$ cat src/rtl/cmd_snd_if.sv
// cmd_snd_if: bundles the host request, UART transmitter and UART receiver
// signals of the command initiator.
//   master : the command initiator (cmd_snd) side
//   slave  : the environment side (host stimulus plus UART transceiver)
// Signals:
//   snd_cmd/cmd/data        host request (1-cycle strobe, opcode, payload)
//   tx_data/trmt/tx_done    byte-level UART transmitter handshake
//   rx_rdy/rx_data/clr_rx_rdy  UART receiver handshake
//   cmd_sent/resp/resp_rdy/busy/timeout  status back to the host
interface cmd_snd_if;
  logic        snd_cmd;
  logic [7:0]  cmd;
  logic [15:0] data;
  logic [7:0]  tx_data;
  logic        trmt;
  logic        tx_done;
  logic        rx_rdy;
  logic [7:0]  rx_data;
  logic        clr_rx_rdy;
  logic        cmd_sent;
  logic [7:0]  resp;
  logic        resp_rdy;
  logic        busy;
  logic        timeout;

  modport master (
    input  snd_cmd, cmd, data, tx_done, rx_rdy, rx_data,
    output tx_data, trmt, clr_rx_rdy, cmd_sent, resp, resp_rdy, busy, timeout
  );

  modport slave (
    output snd_cmd, cmd, data, tx_done, rx_rdy, rx_data,
    input  tx_data, trmt, clr_rx_rdy, cmd_sent, resp, resp_rdy, busy, timeout
  );
endinterface

$ cat src/rtl/cmd_snd.sv
// cmd_snd: host-side command initiator for the quadcopter command link.
// A request (8-bit opcode + 16-bit payload) is latched and sent as three
// bytes (cmd, data[15:8], data[7:0]) through a byte UART transmitter, then
// a single response byte is awaited from the UART receiver, with a timeout.
// Ports:
//   clk    system clock, rising edge
//   rst_n  asynchronous active-low reset
//   bus    cmd_snd_if.master (request, UART tx/rx handshakes, status)
// Parameter:
//   TMO_W  response timeout counter width; timeout after 2^TMO_W-1 cycles
//          spent waiting for the response (TMO_W >= 2)
module cmd_snd #(
  parameter int TMO_W = 16
) (
  input logic       clk,
  input logic       rst_n,
  cmd_snd_if.master bus
);

  typedef enum logic [2:0] {IDLE, TX_CMD, TX_HI, TX_LO, WAIT_RESP} state_t;

  // The timeout is taken on the edge where the counter would step onto
  // all-ones, so it lands exactly 2^TMO_W-1 cycles after entering WAIT_RESP.
  localparam logic [TMO_W-1:0] TMO_LAST = {{(TMO_W-1){1'b1}}, 1'b0};

  state_t           state;
  state_t           state_nxt;
  logic [23:0]      shadow;
  logic [TMO_W-1:0] tmo_cnt;
  logic             rx_fresh;
  logic             tmo_hit;

  // rx_rdy is a level that the receiver only drops after seeing our
  // registered clr_rx_rdy, so the cycle in which clr is already high still
  // shows the old byte; masking it prevents a double consume.
  assign rx_fresh = bus.rx_rdy & ~bus.clr_rx_rdy;
  assign tmo_hit  = (tmo_cnt == TMO_LAST);

  // State register.
  always_ff @(posedge clk or negedge rst_n) begin
    if (!rst_n) state <= IDLE;
    else        state <= state_nxt;
  end

  // Next-state logic: requests only start from IDLE, each byte advances on
  // its tx_done, and the wait ends on a response (priority) or a timeout.
  always_comb begin
    state_nxt = state;
    case (state)
      IDLE:      if (bus.snd_cmd)           state_nxt = TX_CMD;
      TX_CMD:    if (bus.tx_done)           state_nxt = TX_HI;
      TX_HI:     if (bus.tx_done)           state_nxt = TX_LO;
      TX_LO:     if (bus.tx_done)           state_nxt = WAIT_RESP;
      WAIT_RESP: if (rx_fresh || tmo_hit)   state_nxt = IDLE;
      default:                              state_nxt = IDLE;
    endcase
  end

  // Outputs decoded from registered state: the byte on offer is selected
  // from the shadow copy, so it stays put until that byte's tx_done.
  always_comb begin
    bus.tx_data = 8'h00;
    case (state)
      TX_CMD:  bus.tx_data = shadow[23:16];
      TX_HI:   bus.tx_data = shadow[15:8];
      TX_LO:   bus.tx_data = shadow[7:0];
      default: bus.tx_data = 8'h00;
    endcase
    bus.busy = (state != IDLE);
  end

  // Registered strobes, request shadow, response capture and the timeout
  // counter. trmt fires on the edge that enters any transmit state, which
  // gives the one-cycle latency from snd_cmd and from each tx_done.
  always_ff @(posedge clk or negedge rst_n) begin
    if (!rst_n) begin
      shadow         <= '0;
      tmo_cnt        <= '0;
      bus.trmt       <= 1'b0;
      bus.cmd_sent   <= 1'b0;
      bus.clr_rx_rdy <= 1'b0;
      bus.resp       <= 8'h00;
      bus.resp_rdy   <= 1'b0;
      bus.timeout    <= 1'b0;
    end else begin
      bus.trmt       <= (state_nxt != state) && (state_nxt != IDLE) &&
                        (state_nxt != WAIT_RESP);
      bus.cmd_sent   <= (state == TX_LO) && bus.tx_done;
      // Any fresh byte is consumed: it is either the response or a stray.
      bus.clr_rx_rdy <= rx_fresh;

      if (state == IDLE && bus.snd_cmd) begin
        shadow       <= {bus.cmd, bus.data};
        bus.resp_rdy <= 1'b0;
        bus.timeout  <= 1'b0;
      end

      if (state == TX_LO && bus.tx_done) tmo_cnt <= '0;
      else if (state == WAIT_RESP)       tmo_cnt <= tmo_cnt + TMO_W'(1);

      if (state == WAIT_RESP) begin
        if (rx_fresh) begin
          bus.resp     <= bus.rx_data;
          bus.resp_rdy <= 1'b1;
        end else if (tmo_hit) begin
          bus.timeout  <= 1'b1;
        end
      end
    end
  end

endmodule

$ cat src/flat_wrapper.sv
// flat-port wrapper written by rule: the top's interface ports become plain ports
module cmd_snd_flat 
#(
  parameter int TMO_W = 16
)
  (clk, rst_n, bus_snd_cmd, bus_cmd, bus_data, bus_tx_done, bus_rx_rdy, bus_rx_data, bus_tx_data, bus_trmt, bus_clr_rx_rdy, bus_cmd_sent, bus_resp, bus_resp_rdy, bus_busy, bus_timeout);
  cmd_snd_if bus_i ();
  input logic clk;
  input logic rst_n;
  input wire logic [$bits(bus_i.snd_cmd)-1:0] bus_snd_cmd;
  input wire logic [$bits(bus_i.cmd)-1:0] bus_cmd;
  input wire logic [$bits(bus_i.data)-1:0] bus_data;
  input wire logic [$bits(bus_i.tx_done)-1:0] bus_tx_done;
  input wire logic [$bits(bus_i.rx_rdy)-1:0] bus_rx_rdy;
  input wire logic [$bits(bus_i.rx_data)-1:0] bus_rx_data;
  output wire logic [$bits(bus_i.tx_data)-1:0] bus_tx_data;
  output wire logic [$bits(bus_i.trmt)-1:0] bus_trmt;
  output wire logic [$bits(bus_i.clr_rx_rdy)-1:0] bus_clr_rx_rdy;
  output wire logic [$bits(bus_i.cmd_sent)-1:0] bus_cmd_sent;
  output wire logic [$bits(bus_i.resp)-1:0] bus_resp;
  output wire logic [$bits(bus_i.resp_rdy)-1:0] bus_resp_rdy;
  output wire logic [$bits(bus_i.busy)-1:0] bus_busy;
  output wire logic [$bits(bus_i.timeout)-1:0] bus_timeout;
  assign bus_i.snd_cmd = bus_snd_cmd;
  assign bus_i.cmd = bus_cmd;
  assign bus_i.data = bus_data;
  assign bus_i.tx_done = bus_tx_done;
  assign bus_i.rx_rdy = bus_rx_rdy;
  assign bus_i.rx_data = bus_rx_data;
  assign bus_tx_data = bus_i.tx_data;
  assign bus_trmt = bus_i.trmt;
  assign bus_clr_rx_rdy = bus_i.clr_rx_rdy;
  assign bus_cmd_sent = bus_i.cmd_sent;
  assign bus_resp = bus_i.resp;
  assign bus_resp_rdy = bus_i.resp_rdy;
  assign bus_busy = bus_i.busy;
  assign bus_timeout = bus_i.timeout;
  cmd_snd #(.TMO_W(TMO_W)) u_core (.clk(clk), .rst_n(rst_n), .bus(bus_i));
endmodule
$ cat config.mk
export PLATFORM = sky130hd
export DESIGN_NAME = cmd_snd_flat
export DESIGN_NICKNAME = d
export VERILOG_FILES = /design/src/rtl/cmd_snd_if.sv /design/src/rtl/cmd_snd.sv /design/src/flat_wrapper.sv
export SDC_FILE = /design/constraint.sdc
export NUM_CORES = 1
export LEC_CHECK = 0
export BUFFER_PORTS_ARGS = -buffer_cell sky130_fd_sc_hd__buf_2
export CAP_MARGIN = 20
export CORE_UTILIZATION = 50
export DETAILED_ROUTE_END_ITERATION = 6
export PLACE_DENSITY = 0.75
export SLEW_MARGIN = 30
export SYNTH_ARGS = -nofsm -noshare
export SYNTH_HDL_FRONTEND = slang
export SYNTH_SLANG_ARGS = --single-unit
$ cat constraint.sdc
create_clock -name clk -period 2.4 [get_ports clk]
set_clock_uncertainty 0.15 [all_clocks]
set_input_delay 0 -clock clk [delete_from_list [all_inputs] [get_ports clk]]
set_output_delay 0 -clock clk [all_outputs]
set_load 0.05 [all_outputs]
==> results of run 1 <==
[flip-flops by register name (all words and copies together), names as in the netlist]
register	count
u_core.bus.clr_rx_rdy	1
u_core.bus.cmd_sent	1
u_core.bus.resp	8
u_core.bus.resp_rdy	1
u_core.bus.timeout	1
u_core.bus.trmt	1
u_core.shadow	24
u_core.state	3
u_core.tmo_cnt	16
[kinds of logic after synthesis]
group | after synthesis | share of synthesized area
adder cells (fa/ha/maj) | 2 | 0.009618
XOR/XNOR | 5 | 0.01684
buffers and inverters | 21 | 0.03800
AND/OR/NAND/NOR | 139 | 0.2443
flip-flops | 56 | 0.5387
AO/OA/AOI/OAI | 31 | 0.07552
multiplexers | 18 | 0.07696
[final timing paths]
| kind | end | slack (ns) | cells past startpoint |
|---|---|---|---|
| worst max-delay path | bus_tx_data[6] | 0.17 | 5 |
| worst min-delay path | u_core.shadow[10] | 0.05 | 3 |
| worst max register to register | u_core.shadow[17] | 0.18 | 7 |
| worst min register to register | u_core.shadow[3] | 0.34 | 2 |
| max in group asynchronous | u_core.state[1] | 1.13 | 3 |
| min in group clk | u_core.shadow[13] | 0.25 | 4 |
[cells in the final DEF, fill, tap and decap left out, drive strengths merged, types with 2 or more instances in the layout]
cell	Yosys	final
or2	3	3
nand2	89	89
nor2	15	15
nand4	2	2
nor3	4	4
xor2	2	2
nand2b	2	2
clkbuf	7	5
a22oi	8	8
dlygate4sd3	0	40
nor4	2	2
dfrtp	56	56
mux2i	2	2
ha	2	2
mux2	16	16
or3	4	4
xnor2	3	3
buf	8	67
a21oi	11	11
nor2b	2	2
nand3	5	5
o21ai	5	5
inv	6	8
o31ai	4	4
or4	4	4
[layout make-up]
| type | instances | area [um^2] |
|---|---|---|
| Fill cell | 360 | 1388 |
| Timing Repair Buffer | 107 | 758.2 |
| Inverter | 6 | 22.52 |
| Multi-Input combinational cell | 195 | 1101 |
| Clock inverter | 3 | 25.02 |
| Sequential cell | 56 | 1401 |
| Clock buffer | 5 | 68.82 |
| Tap cell | 67 | 83.83 |
[layer usage]
metal  track usage  routed length [um]  part of all wire  vias up
li1              -                   -                 -     1106
met1        0.2939                2610              0.44     1096
met2        0.4182                2982              0.50       55
met3       0.05420                 220             0.037       11
met4       0.08974                  95             0.016        0
met5             0                   0                 0        -
[worst max-delay path: stages (launching register included)]
cell	delay, ns
dfrtp_1	0.40
buf_4	0.25
nor2b_1	0.52
a22oi_1	0.18
nor2_1	0.13
buf_2	0.28
[power by group through the flow]
stage / clock (W) / combinational (W) / sequential [W]
finish: 0.000540 / 0.00191 / 0.00163
global route: 0.000587 / 0.00209 / 0.00168
CTS: 0.000552 / 0.00190 / 0.00162
detailed placement: 0 / 0.00182 / 0.00163
global placement: 0 / 0.00179 / 0.00162
floorplan: 0 / 0.00121 / 0.00178
[metrics by stage]
stage / cells / util
after floorplan: 272 / -
after global placement: 391 / 0.6119
after detailed placement: 391 / 0.6119
after CTS: 439 / 0.7138
after global routing: 439 / 0.7138
final: 439 / 0.7138
==> out/results.tsv, run 1 <==
metric	value	unit
synthesis.nets	311	
post-route-period-util	0.9292	
viasPerCell	5.166	
synth_top_area_cell	dfrtp_1	
gp_congestion	0.8304	
cts_resized	0	
syn_to_final_growth	33.04	%
die_x	74.13	um
peakVddDrop	781.8	uV
synthFlopType	dfrtp_1	
power.internal	0.002218	W
grt_pass1_vias	2360	
drv_cap	0	
hold_ws	0.04612	ns
p_sw	0.001858	W
p_sw_frac	0.4558	
async_reset_ff_frac	1.000	
fmax	0.4484	GHz
cp.arrival	2.08	ns
yosysWarnings	0	
yosys-top-cells-count	89 x nand2_1, 56 x dfrtp_1, 16 x mux2_2	
total_power	0.004076	W
hpwlAfterDp	3.771	mm
cp-end-kind	primary output	
placed_cell_area	2967	um^2
ys_top_cells_by_area	dfrtp_1 54%, nand2_1 13%, mux2_2 6.9%, a22oi_1 2.3%, nor2_1 2.2%	
setup_viol	0	
drive_above_1_share	0.2634	
r2r-start	u_core.state[1]	
clk_latency	0.32	ns
start_kind	flop	
ys_types	39	
seq_area_frac_synth	0.5387	
cts_made_buffers	5	
hold_viol	0	
drcViolationCount	0	
grt_pass1_wl	10.08	mm
ant_nets	0	
avgSynthCellArea	9.563	um^2
core_area	4848	um^2
netlist_area	2601	um^2
cts_sinks	56	
portBuffers	58	
finalSetupTns	0	ns
criticalPathCategory	reg2out	
hp-class	in2async	
die-area	5495	um^2
grt_max_degree	27	
leakagePower	1.727	nW
wl_per_cell	13.46	um
layout_min_cycle_time	2.230	ns
tightest_slew	0.5819	ns
post-place-ws	0.2993	ns
gr-total-overflow	0	
combPwrFrac	0.468	
cts_tree	done	
power_frac_clock	0.133	
clockBufferDepth	2	
final_area	3461	um^2
p_seq_frac	0.399	
dr.pass1.iters	4	
status	finished clean	
io_pins	59	
synth_cells	272	
drtIter0Drc	140	
fin_ws	0.1700	ns
vias	2268	
synth-edff-count	0	
num_rows	25	
maxSlewViolCount	0	
rsz0062_at_grt	false	
startpoint	u_core.state[1]	
nNetsFinal	410	
htreeDepth	2	
cp_max_fo	17	
synth-seq-cells	56	
clk_pin_slew_worst_paths	0.10	ns
ctsRootBufferMaster	clkbuf_8	
postCtsHoldBufs	40	
grt_usage	0.2410	
grt_antenna_before_repair	0	
synth_top_area_frac	0.5387	
maxSlewHeadroom	0.6113	
start_util	0.5365	
postCtsSetupBuffers	0	
dieHeight	74.13	um
required	2.25	ns
p_per_area	1178	nW/um^2
routed_wl	5.909	mm
yosysMostFrequentCell	nand2_1	
num_antenna_cells	0	
No activity file was read; power rests on OpenSTA's default activity.
==> run 2: changes to the inputs <==
Settings changed: ABC_AREA from default to 1, PLACE_DENSITY 0.75 to 0.74.
==> run 2 against run 1 <==
  * The flow now finishes with violations (hold timing)
  * Worst hold slack got worse by 0.061 ns
  * Wire length grew 17%
  * Global-route usage increased by 0.90 points
  * Critical path type unchanged
  * Final cell count is 8.0% higher
==> out/results.tsv, run 2 <==
metric	value	unit
grt_max_degree	24	
p_per_area	1142	nW/um^2
cts_made_buffers	5	
dieHeight	76.44	um
htreeDepth	2	
dr.pass1.iters	4	
top_regs	u_core.shadow: 24 flops, u_core.tmo_cnt: 16 flops, u_core.bus.resp: 8 flops	
async_reset_ff_frac	1.000	
hold_ws	-0.01454	ns
rsz0062_at_grt	false	
ctsRootBufferMaster	clkbuf_8	
start_util	0.5322	
ys_types	25	
core_area	5205	um^2
hpwlAfterDp	4.363	mm
leakagePower	1.849	nW
clockBufferDepth	2	
num_rows	26	
ant_nets	0	
cts_sinks	56	
postCtsSetupBuffers	0	
cp_max_fo	14	
final_area	3645	um^2
yosysMostFrequentCell	nand2_1	
ys_top_cells_by_area	dfrtp_1 51%, mux2_2 13%, nand2_1 12%, nand4_1 5.4%, inv_1 3.8%	
setup_viol	0	
num_antenna_cells	0	
synthFlopType	dfrtp_1	
yosys-top-cells-count	87 x nand2_1, 56 x dfrtp_1, 32 x mux2_2	
startpoint	u_core.state[0]	
gp_congestion	0.8704	
grt_pass1_vias	2383	
yosys.area_share.simple	0.2543	
synth-edff-count	0	
post-route-period-util	0.8996	
synth_top_area_frac	0.5059	
vias	2488	
clk_latency	0.31	ns
maxSlewViolCount	0	
drive_above_1_share	0.2797	
avgSynthCellArea	9.112	um^2
fin_cells	474	
peakVddDrop	870.5	uV
grt_antenna_before_repair	0	
status	finished with violations	
drv_cap	0	
cp.arrival	2.01	ns
syn_to_final_growth	31.57	%
hp-class	in2async	
cts_tree	done	
finalSetupTns	0	ns
maxSlewHeadroom	0.6936	
grt_pass1_wl	11.35	mm
largest_reg_flops	24	
synth_cells	304	
fmax	0.4632	GHz
die-area	5842	um^2
violations	hold timing	
synth_top_area_cell	dfrtp_1	
start_kind	flop	
netlist_area	2770	um^2
synth_mux_area_frac	0.1301	
seq_area_frac_synth	0.5059	
post-place-ws	0.5090	ns
viasPerCell	5.249	
yosysWarnings	0	
synth-xor-area-share	0.006323	
mostFrequentLayoutCells	87 x nand2_1, 58 x buf_2, 56 x dfrtp_1	
portBuffers	58	
r2r-start	u_core.state[2]	
synth-seq-cells	56	
clk_pin_slew_worst_paths	0.10	ns
wl_per_cell	14.54	um
yosys.area_share.adder	0.009033	
drcViolationCount	0	
placed_cell_area	3168	um^2
tightest_slew	0.4596	ns
synth_top_family_by_area	simple AND/OR/NAND/NOR gates	
final_common_cell	nand2_1	
io_pins	59	
nNetsFinal	442	
synthesis.nets	343	
routed_wl	6.893	mm
fin_ws	0.2410	ns
criticalPathCategory	reg2out	
layout_min_cycle_time	2.159	ns
gr-total-overflow	0	
placedCellCount	431	
synth_compound_area_frac	0.04020	
required	2.25	ns
cp-end-kind	primary output	
grt_usage	0.2500	
drtIter0Drc	218	
hold_viol	15	
die_x	76.44	um
regMostFlops	u_core.shadow	
## run 2: cell count changes in the layout (fill, tap and decap cells not counted), sizes merged, moves of 4 or more
cell	change
nor2	+9
or3	-4
inv	+22
nand3	+11
a22oi	-8
a21oi	-8
dlygate4sd3	-5
mux2	+16
nand4	+22
or4	-4
o21ai	+5
o21bai	+4
## run 2: what timing repair did
item                       in CTS  in global routing
hold buffers                   35                  0
gates resized for setup         0                  1
hold endpoints to repair       91                  0
setup endpoints to repair       0                  1
## run 2: worst paths after layout
kind / endpoint / slack [ns] / depth (start not counted)
worst max-delay path: bus_tx_data[4] / 0.24 / 6
worst min-delay path: u_core.tmo_cnt[5] / -0.01 / 2
worst max register to register: u_core.shadow[22] / 0.48 / 4
worst min register to register: u_core.bus.resp_rdy / 0.33 / 2
max in group asynchronous: u_core.shadow[22] / 1.48 / 3
min in group clk: u_core.state[0] / 0.07 / 3
## run 2: cells by family (layout without fill, tap and decap cells)
logic type | count (synthesis) | after routing
AO/OA/AOI/OAI | 19 | 19
buffers and inverters | 37 | 137
XOR/XNOR | 2 | 2
adder cells (fa/ha/maj) | 2 | 2
flip-flops | 56 | 56
multiplexers | 32 | 32
AND/OR/NAND/NOR | 156 | 156
## run 2: layout make-up
| class | count | area [um^2] |
|---|---|---|
| clock buffer | 6 | 82.58 |
| clock inverter | 2 | 38.79 |
| fill | 410 | 1560 |
| inverter | 30 | 112.6 |
| multi-input combinational | 211 | 1224 |
| sequential | 56 | 1401 |
| tap | 70 | 87.58 |
| timing repair buffer | 99 | 698.2 |
## run 2: power breakdown
group          internal, W  switching, W  total (W)
clock             0.000342      0.000313   0.000655
sequential         0.00127      0.000231    0.00150
combinational     0.000651       0.00135    0.00201
## run 2: layer usage
metal / global-route usage / vias up / wire (um)
met1: 0.3320 / 1184 / 3032
met5: 0 / - / 0
met2: 0.3991 / 85 / 3371
met3: 0.05389 / 15 / 322
li1: - / 1204 / -
met4: 0.09808 / 0 / 166
## run 2: through the flow
| step | total power [W] | utilization |
|---|---|---|
| floorplan | 0.002935 | - |
| global placement | 0.003372 | 0.6087 |
| detailed placement | 0.003415 | 0.6087 |
| CTS | 0.004126 | 0.6993 |
| global route | 0.004381 | 0.7002 |
| finish | 0.004161 | 0.7002 |
## run 2: critical path: stages, from the launching register on
cell and delay, ns:
dfrtp_1 0.64, inv_2 0.12, nor3_4 0.24, buf_4 0.21, nand2_1 0.09, nand3_1 0.12
buf_2 0.28
